[src/rtl/mul_seq_ctrl.sv]
// Moore sequencer for the shift-add multiplier. It steps the AH/AL accumulator through
// WIDTH conditional-add / right-shift iterations and pulses done when the product is ready.
module mul_seq_ctrl #(
    parameter int WIDTH = 4,
    parameter int CNT_W = 3
) (
    input  logic             clk,
    input  logic             clr,
    input  logic             start,
    input  logic             abort,
    input  logic             al_lsb,
    output logic [1:0]       hs,
    output logic [1:0]       ls,
    output logic             ah_inen,
    output logic             ah_reset,
    output logic             busy,
    output logic             done,
    output logic [CNT_W-1:0] bit_cnt
);

    typedef enum logic [2:0] {
        S_IDLE  = 3'd0,
        S_LOAD  = 3'd1,
        S_EVAL  = 3'd2,
        S_ADD   = 3'd3,
        S_SHIFT = 3'd4,
        S_DONE  = 3'd5
    } state_t;

    localparam logic [1:0]       MODE_HOLD  = 2'b00;
    localparam logic [1:0]       MODE_SHR   = 2'b01;
    localparam logic [1:0]       MODE_LOAD  = 2'b11;
    localparam logic [CNT_W-1:0] CNT_LAST   = CNT_W'(WIDTH - 1);
    localparam logic [CNT_W-1:0] CNT_ONE    = CNT_W'(1);

    state_t           state_q, state_d;
    logic [CNT_W-1:0] cnt_q, cnt_d;
    logic [1:0]       hs_q, ls_q;
    logic             ah_inen_q, ah_reset_q, busy_q, done_q;

    always_comb begin
        state_d = S_IDLE;
        cnt_d   = cnt_q;
        case (state_q)
            S_IDLE: begin
                if (start) begin
                    state_d = S_LOAD;
                    cnt_d   = '0;
                end else begin
                    state_d = S_IDLE;
                end
            end
            S_LOAD: begin
                state_d = S_EVAL;
                cnt_d   = '0;
            end
            S_EVAL:  state_d = al_lsb ? S_ADD : S_SHIFT;
            S_ADD:   state_d = S_SHIFT;
            S_SHIFT: begin
                // Terminal test precedes the increment, so the counter never wraps.
                if (cnt_q == CNT_LAST) begin
                    state_d = S_DONE;
                end else begin
                    state_d = S_EVAL;
                    cnt_d   = cnt_q + CNT_ONE;
                end
            end
            S_DONE:  state_d = S_IDLE;
            default: state_d = S_IDLE;
        endcase

        if (abort && (state_q != S_IDLE)) begin
            state_d = S_IDLE;
            cnt_d   = cnt_q;
        end
    end

    // Outputs are registered from the next state so they track the registered state exactly.
    always_ff @(posedge clk) begin
        if (!clr) begin
            state_q    <= S_IDLE;
            cnt_q      <= '0;
            hs_q       <= MODE_HOLD;
            ls_q       <= MODE_HOLD;
            ah_inen_q  <= 1'b0;
            ah_reset_q <= 1'b0;
            busy_q     <= 1'b0;
            done_q     <= 1'b0;
        end else begin
            state_q    <= state_d;
            cnt_q      <= cnt_d;
            hs_q       <= (state_d == S_ADD)   ? MODE_LOAD :
                          (state_d == S_SHIFT) ? MODE_SHR  : MODE_HOLD;
            ls_q       <= (state_d == S_LOAD)  ? MODE_LOAD :
                          (state_d == S_SHIFT) ? MODE_SHR  : MODE_HOLD;
            ah_inen_q  <= (state_d == S_ADD);
            ah_reset_q <= (state_d == S_LOAD);
            busy_q     <= (state_d != S_IDLE);
            done_q     <= (state_d == S_DONE);
        end
    end

    assign hs       = hs_q;
    assign ls       = ls_q;
    assign ah_inen  = ah_inen_q;
    assign ah_reset = ah_reset_q;
    assign busy     = busy_q;
    assign done     = done_q;
    assign bit_cnt  = cnt_q;

endmodule

[config.mk]
export PLATFORM = sky130hd
export DESIGN_NAME = mul_seq_ctrl
export DESIGN_NICKNAME = d
export VERILOG_FILES = /design/src/rtl/mul_seq_ctrl.sv
export SDC_FILE = /design/constraint.sdc
export NUM_CORES = 1
export LEC_CHECK = 0
export BUFFER_PORTS_ARGS = -buffer_cell sky130_fd_sc_hd__buf_2
export CAP_MARGIN = 20
export CORE_AREA = 3 3 40 42
export CTS_CLUSTER_SIZE = 10
export DETAILED_ROUTE_END_ITERATION = 7
export DIE_AREA = 0 0 43 45
export HOLD_SLACK_MARGIN = 0.06
export PLACE_DENSITY = 0.73
export SYNTH_ARGS = -nofsm -noshare
export SYNTH_HDL_FRONTEND = slang
export SYNTH_SLANG_ARGS = --single-unit
[constraint.sdc]
create_clock -name clk -period 1.98 [get_ports clk]
set_input_delay 0.396 -clock clk [delete_from_list [all_inputs] [get_ports clk]]
set_output_delay 0.396 -clock clk [all_outputs]
set_load 0.02 [all_outputs]
; ---- Word-level counts from Yosys, hierarchy flattened
; Index checks and enable logic that the tools add are counted.
[word_totals]
ff_bits = 14
inputBits = 5
out_inout_bits = 11
elab_cells = 38
[classes]
n_addsub = 1
n_eq_ne = 11
mux = 11
n_bitwise = 1
n_reduce_logical = 6
[ops]
columns = cell, count
row1 = 3-bit 2-to-1 mux, 5
row2 = 3-bit case mux with 5 select lines, 1
row3 = "3-bit by 2-bit == test with 1-bit output, second input constant", 4
row4 = "3-bit == test, second input constant", 3
row5 = 3-bit case mux with 3 select lines, 1
row6 = 3-bit nonzero test, 3
row7 = "3-bit by 1-bit == test with 1-bit output, second input constant", 2
row8 = 2-bit 2-to-1 mux, 2
row9 = "2-bit inequality test, second input constant", 2
row10 = 4-bit AND reduction, 1
row11 = "3-bit by 1-bit adder with 3-bit output, second input constant", 1
row12 = 3-bit logical NOT, 1
row13 = 1-bit 2-to-1 mux, 2
row14 = 1-bit logical AND, 1
row15 = 1-bit NOT, 1

; ---- Longest topological paths before layout
[logic_depth]
word_depth = 7
mapped_depth = 6
depth_no_buf = 6

; ---- Worst setup path after synthesis
; Ideal clock, no wire load.
[synth_timing]
path_type = flip-flop to flip-flop
start = register cnt_q[0], in the netlist bit_cnt[0]
end = register cnt_q[2], in the netlist bit_cnt[2]
setup_ns = 0.132
arrival_time_ns = 1.525
required_time_ns = 1.848
slack_ns = 0.323
path_stages_with_launch = 6
path_buffers = 0
period_less_slack_ns = 1.657
cell_sequence = dfxtp_1 -> ha_1 -> ha_1 -> or4_1 -> o31ai_1 -> o22ai_1
[synth_via]
elab_chain_len = 3
elab_cells_between_ends = 6
cone_classes = add/sub: 1 / eq/ne: 2 / mux: 2 / reduce/logical: 1
[synth_lines]
columns = element, line
row1 = start: declaration, 37  ; logic [CNT_W-1:0] cnt_q, cnt_d;
row2 = start signal: assignment, 91  ; cnt_q <= cnt_d;
row3 = 3-bit by 1-bit adder with 3-bit output or 3-bit by 2-bit == test with 1-bit output (tied branches), "65, 61"
row4 = 3-bit 2-to-1 mux or 2-bit inequality test (tied branches), --
row5 = 3-bit case mux with 3 select lines or 4-bit AND reduction (tied branches), --
; Parallel ways exist; a longest one is shown, timed or not. The select of a mux whose other input is x is not followed.
; A chain may end at the register's enable or synchronous reset.

; ---- Worst setup path after layout
[layout_timing]
start = register cnt_q[0], in the netlist bit_cnt[0]
end = register cnt_q[0], in the netlist bit_cnt[0]
; The elaborated chain is that of the path after synthesis.

==> summary.md <==
| Metric | Value |
|---|---|
| Status | finished, final reports clean |
| Clk buf depth | 2 |
| Clock-pin slew on the worst setup and hold paths | 0.08 ns |
| Part of the cycle the worst path needs | 0.8466 |
| DR iter-0 viols | 15 |
| Worst slew pin tran | 0.4565 ns |
| Port Buffers | 15 |
| Area occupied by multi-input gates | 251.5 um^2 |
| DP HPWL | 835.2 um |
| Die X | 43 um |
| Cell row count | 13 |
| Worst min path class | input pin to flip-flop |
| Critical Path RT | 2.12 ns |
| Unrepaired setup endpoints after global routing | false |
| Routed WL | 1.114 mm |
| Worst-skew pair later-pin latency | 0.28 ns |
| Antenna Cells | 0 |
| Main synth FF type | dfxtp_1 |
| Post-DR wirelength/cell | 11.85 um |
| Clk sinks | 12 |
| Asr flop ratio synth | 0 |
| Post-Synthesis Cell Area | 564.3 um^2 |
| H-tree depth reported by CTS | 1 |
| Critical path arrival | 1.82 ns |
| Post-synth EDFFs | 0 |
| CP endpoint kind | flip-flop |
| Global-route wire length before repair | 1.911 mm |
| Initial antenna violation count | 0 |
| Post-Syn Instances | 64 |
| Post-synth cell types | 24 |
| Post_cts resized | 0 |
| Sequential Area | 240.2 um^2 |
| Final nets | 87 |
| Slew Limit Fails | 0 |
| TritonCTS clock tree | done |
| Average cell area after synthesis | 8.817 um^2 |
| Vias in the first global route | 452 |
| Pleak | 0.2971 nW |
| Worst Setup Start Kind | flip-flop |
| Final setup fails | 0 |
| Max stage delay cell, worst path | or4_1 |
| Syn_nets | 71 |
| CP max FO | 4 |
| Largest net degree at the start of global routing | 14 |
| GRT overflow | 0 |
| Max-slew headroom | 0.6931 |
| Non-Filler Instances | 94 |
| I/O Pins | 16 |
| Cts-stage hold buffer count | 0 |
| Pwr per Cell Area | 836.8 mW/mm^2 |
| Root Buffer | clkbuf_4 |
| FMAX | 0.5965 GHz |
| Crit path kind | flip-flop to flip-flop |
| Yosys warnings | 0 |
| Area growth from synthesis to layout | 14.86% |
| DIE AREA | 0.001935 mm^2 |
| Vias | 500 |
| Max Cap Violations | 0 |
| Placed cell count | 90 |
| Gpl congestion | 0.8114 |
| Initial core utilization | 0.4391 |
| Post-route DRC | 0 |
| Worst path cell trace | ha_1 > ha_1 > or4_1 > o31ai_1 > o22ai_1 |
| Sequential share of the synthesized area | 0.4257 |
| Vias per cell | 5.319 |
| Worst-case vdd ir drop | 427.2 uV |
| Post-route minimum period | 1.676 ns |
| Setup TNS | 0 ns |
| Synth Register Bits | 12 |
| Setup Skew | 0.004118 ns |
| Fillers | 130 |
| Core Region | 0.001285 mm^2 |
| Fraction of layout cells with a size suffix above 1 | 0.2405 |
| Worst path max stage delay | 0.50 ns |
| Final Hold Viols | 0 |
| Remaining antenna violation count after routing | 0 |
| Postcts setup bufs | 0 |
| Gr usage total | 0.1321 |
| CTS Buf Count | 3 |
| WP buf/inv | 0 |
| Die height | 45 um |
| CP top delay family | simple AND/OR/NAND/NOR gates |
| Pre-antenna DRT Iters | 4 |
| Most used cell, CP | ha_1 |
area by class of cell:
type                    instances  area share
inverters                       7     0.04054
multi-input cells              41      0.3880
flip-flops and latches         12      0.3707
clock buffers                   4     0.05598
well taps                      15     0.02896
repair buffers                 15      0.1158
metrics by stage:
step,power (mW),util,instance area [um^2],hold slack [ns],setup slack (ns)
5_1_grt,0.5711,0.5044,648.1,0.3326,0.1701
3_5_place_dp,0.3488,0.4761,611.8,0.4718,0.3507
3_3_place_gp,0.3477,0.4761,611.8,0.4689,0.3725
4_1_cts,0.5460,0.5044,648.1,0.3284,0.3141
6_report,0.5423,0.5044,648.1,0.3345,0.3036
2_1_floorplan,0.3342,-,564.3,0.4721,0.3234
where the power goes:
part           internal, mW  leakage (nW)  switching [mW]
clock                 0.112        0.0210          0.0873
sequential            0.253        0.0979          0.0103
combinational        0.0304         0.178          0.0491
cell usage after synthesis (2+ instances only):
cell type	count	area, um^2
ha_1	2	25.02
nor2_1	9	33.78
nand2b_1	2	12.51
o22ai_1	3	18.77
o21ai_0	2	10.01
inv_1	7	26.28
buf_4	2	15.01
nand3b_1	2	15.01
mux2i_1	2	20.02
dfxtp_1	12	240.2
nand2_1	7	26.28
a21oi_1	2	10.01
metal layers:
layer	track usage	vias up	wire, um	share of wire
li1	-	247	-	-
met3	0.02789	5	57	0.051
met4	0.09036	0	33	0.030
met1	0.1537	233	487	0.44
met2	0.2186	15	535	0.48
met5	0	-	0	0
registers in the layout, summed over array words and instances, names as in the netlist:
name and cells:
ls 2, hs 2, busy 1, bit_cnt 3
state_q 3, done 1
logic make-up after synthesis:
| kind of cell | synth area share |
|---|---|
| and+or+nand+nor | 0.2018 |
| adders and majority gates | 0.06208 |
| buffers and inverters | 0.1286 |
| DFF | 0.4257 |
| muxes | 0.03548 |
| AOI/OAI and AO/OA | 0.1464 |
final timing paths:
kind | end | slack (ns) | from | cells after the start
setup reg to reg | bit_cnt[0] | 0.30 | bit_cnt[0] | 5
setup / recovery | bit_cnt[0] | 0.30 | bit_cnt[0] | 5
hold reg to reg | bit_cnt[2] | 0.49 | bit_cnt[2] | 2
hold / removal | hs[0] | 0.33 | abort | 2
worst reg2reg max path, stage by stage, from the launching register on:
cell and delay [ns]:
dfxtp_1 0.34, ha_1 0.20, ha_1 0.21, or4_1 0.50, o31ai_1 0.14, o22ai_1 0.14
placed cells by master (no fill, tap or decap), types with 3 or more instances in the layout:
cell type,instances
dfxtp_1,12
clkbuf_4,3
nor2_1,9
inv_1,7
buf_2,15
nand2_1,7
o22ai_1,3
No activity file was read; power rests on OpenSTA's default activity.
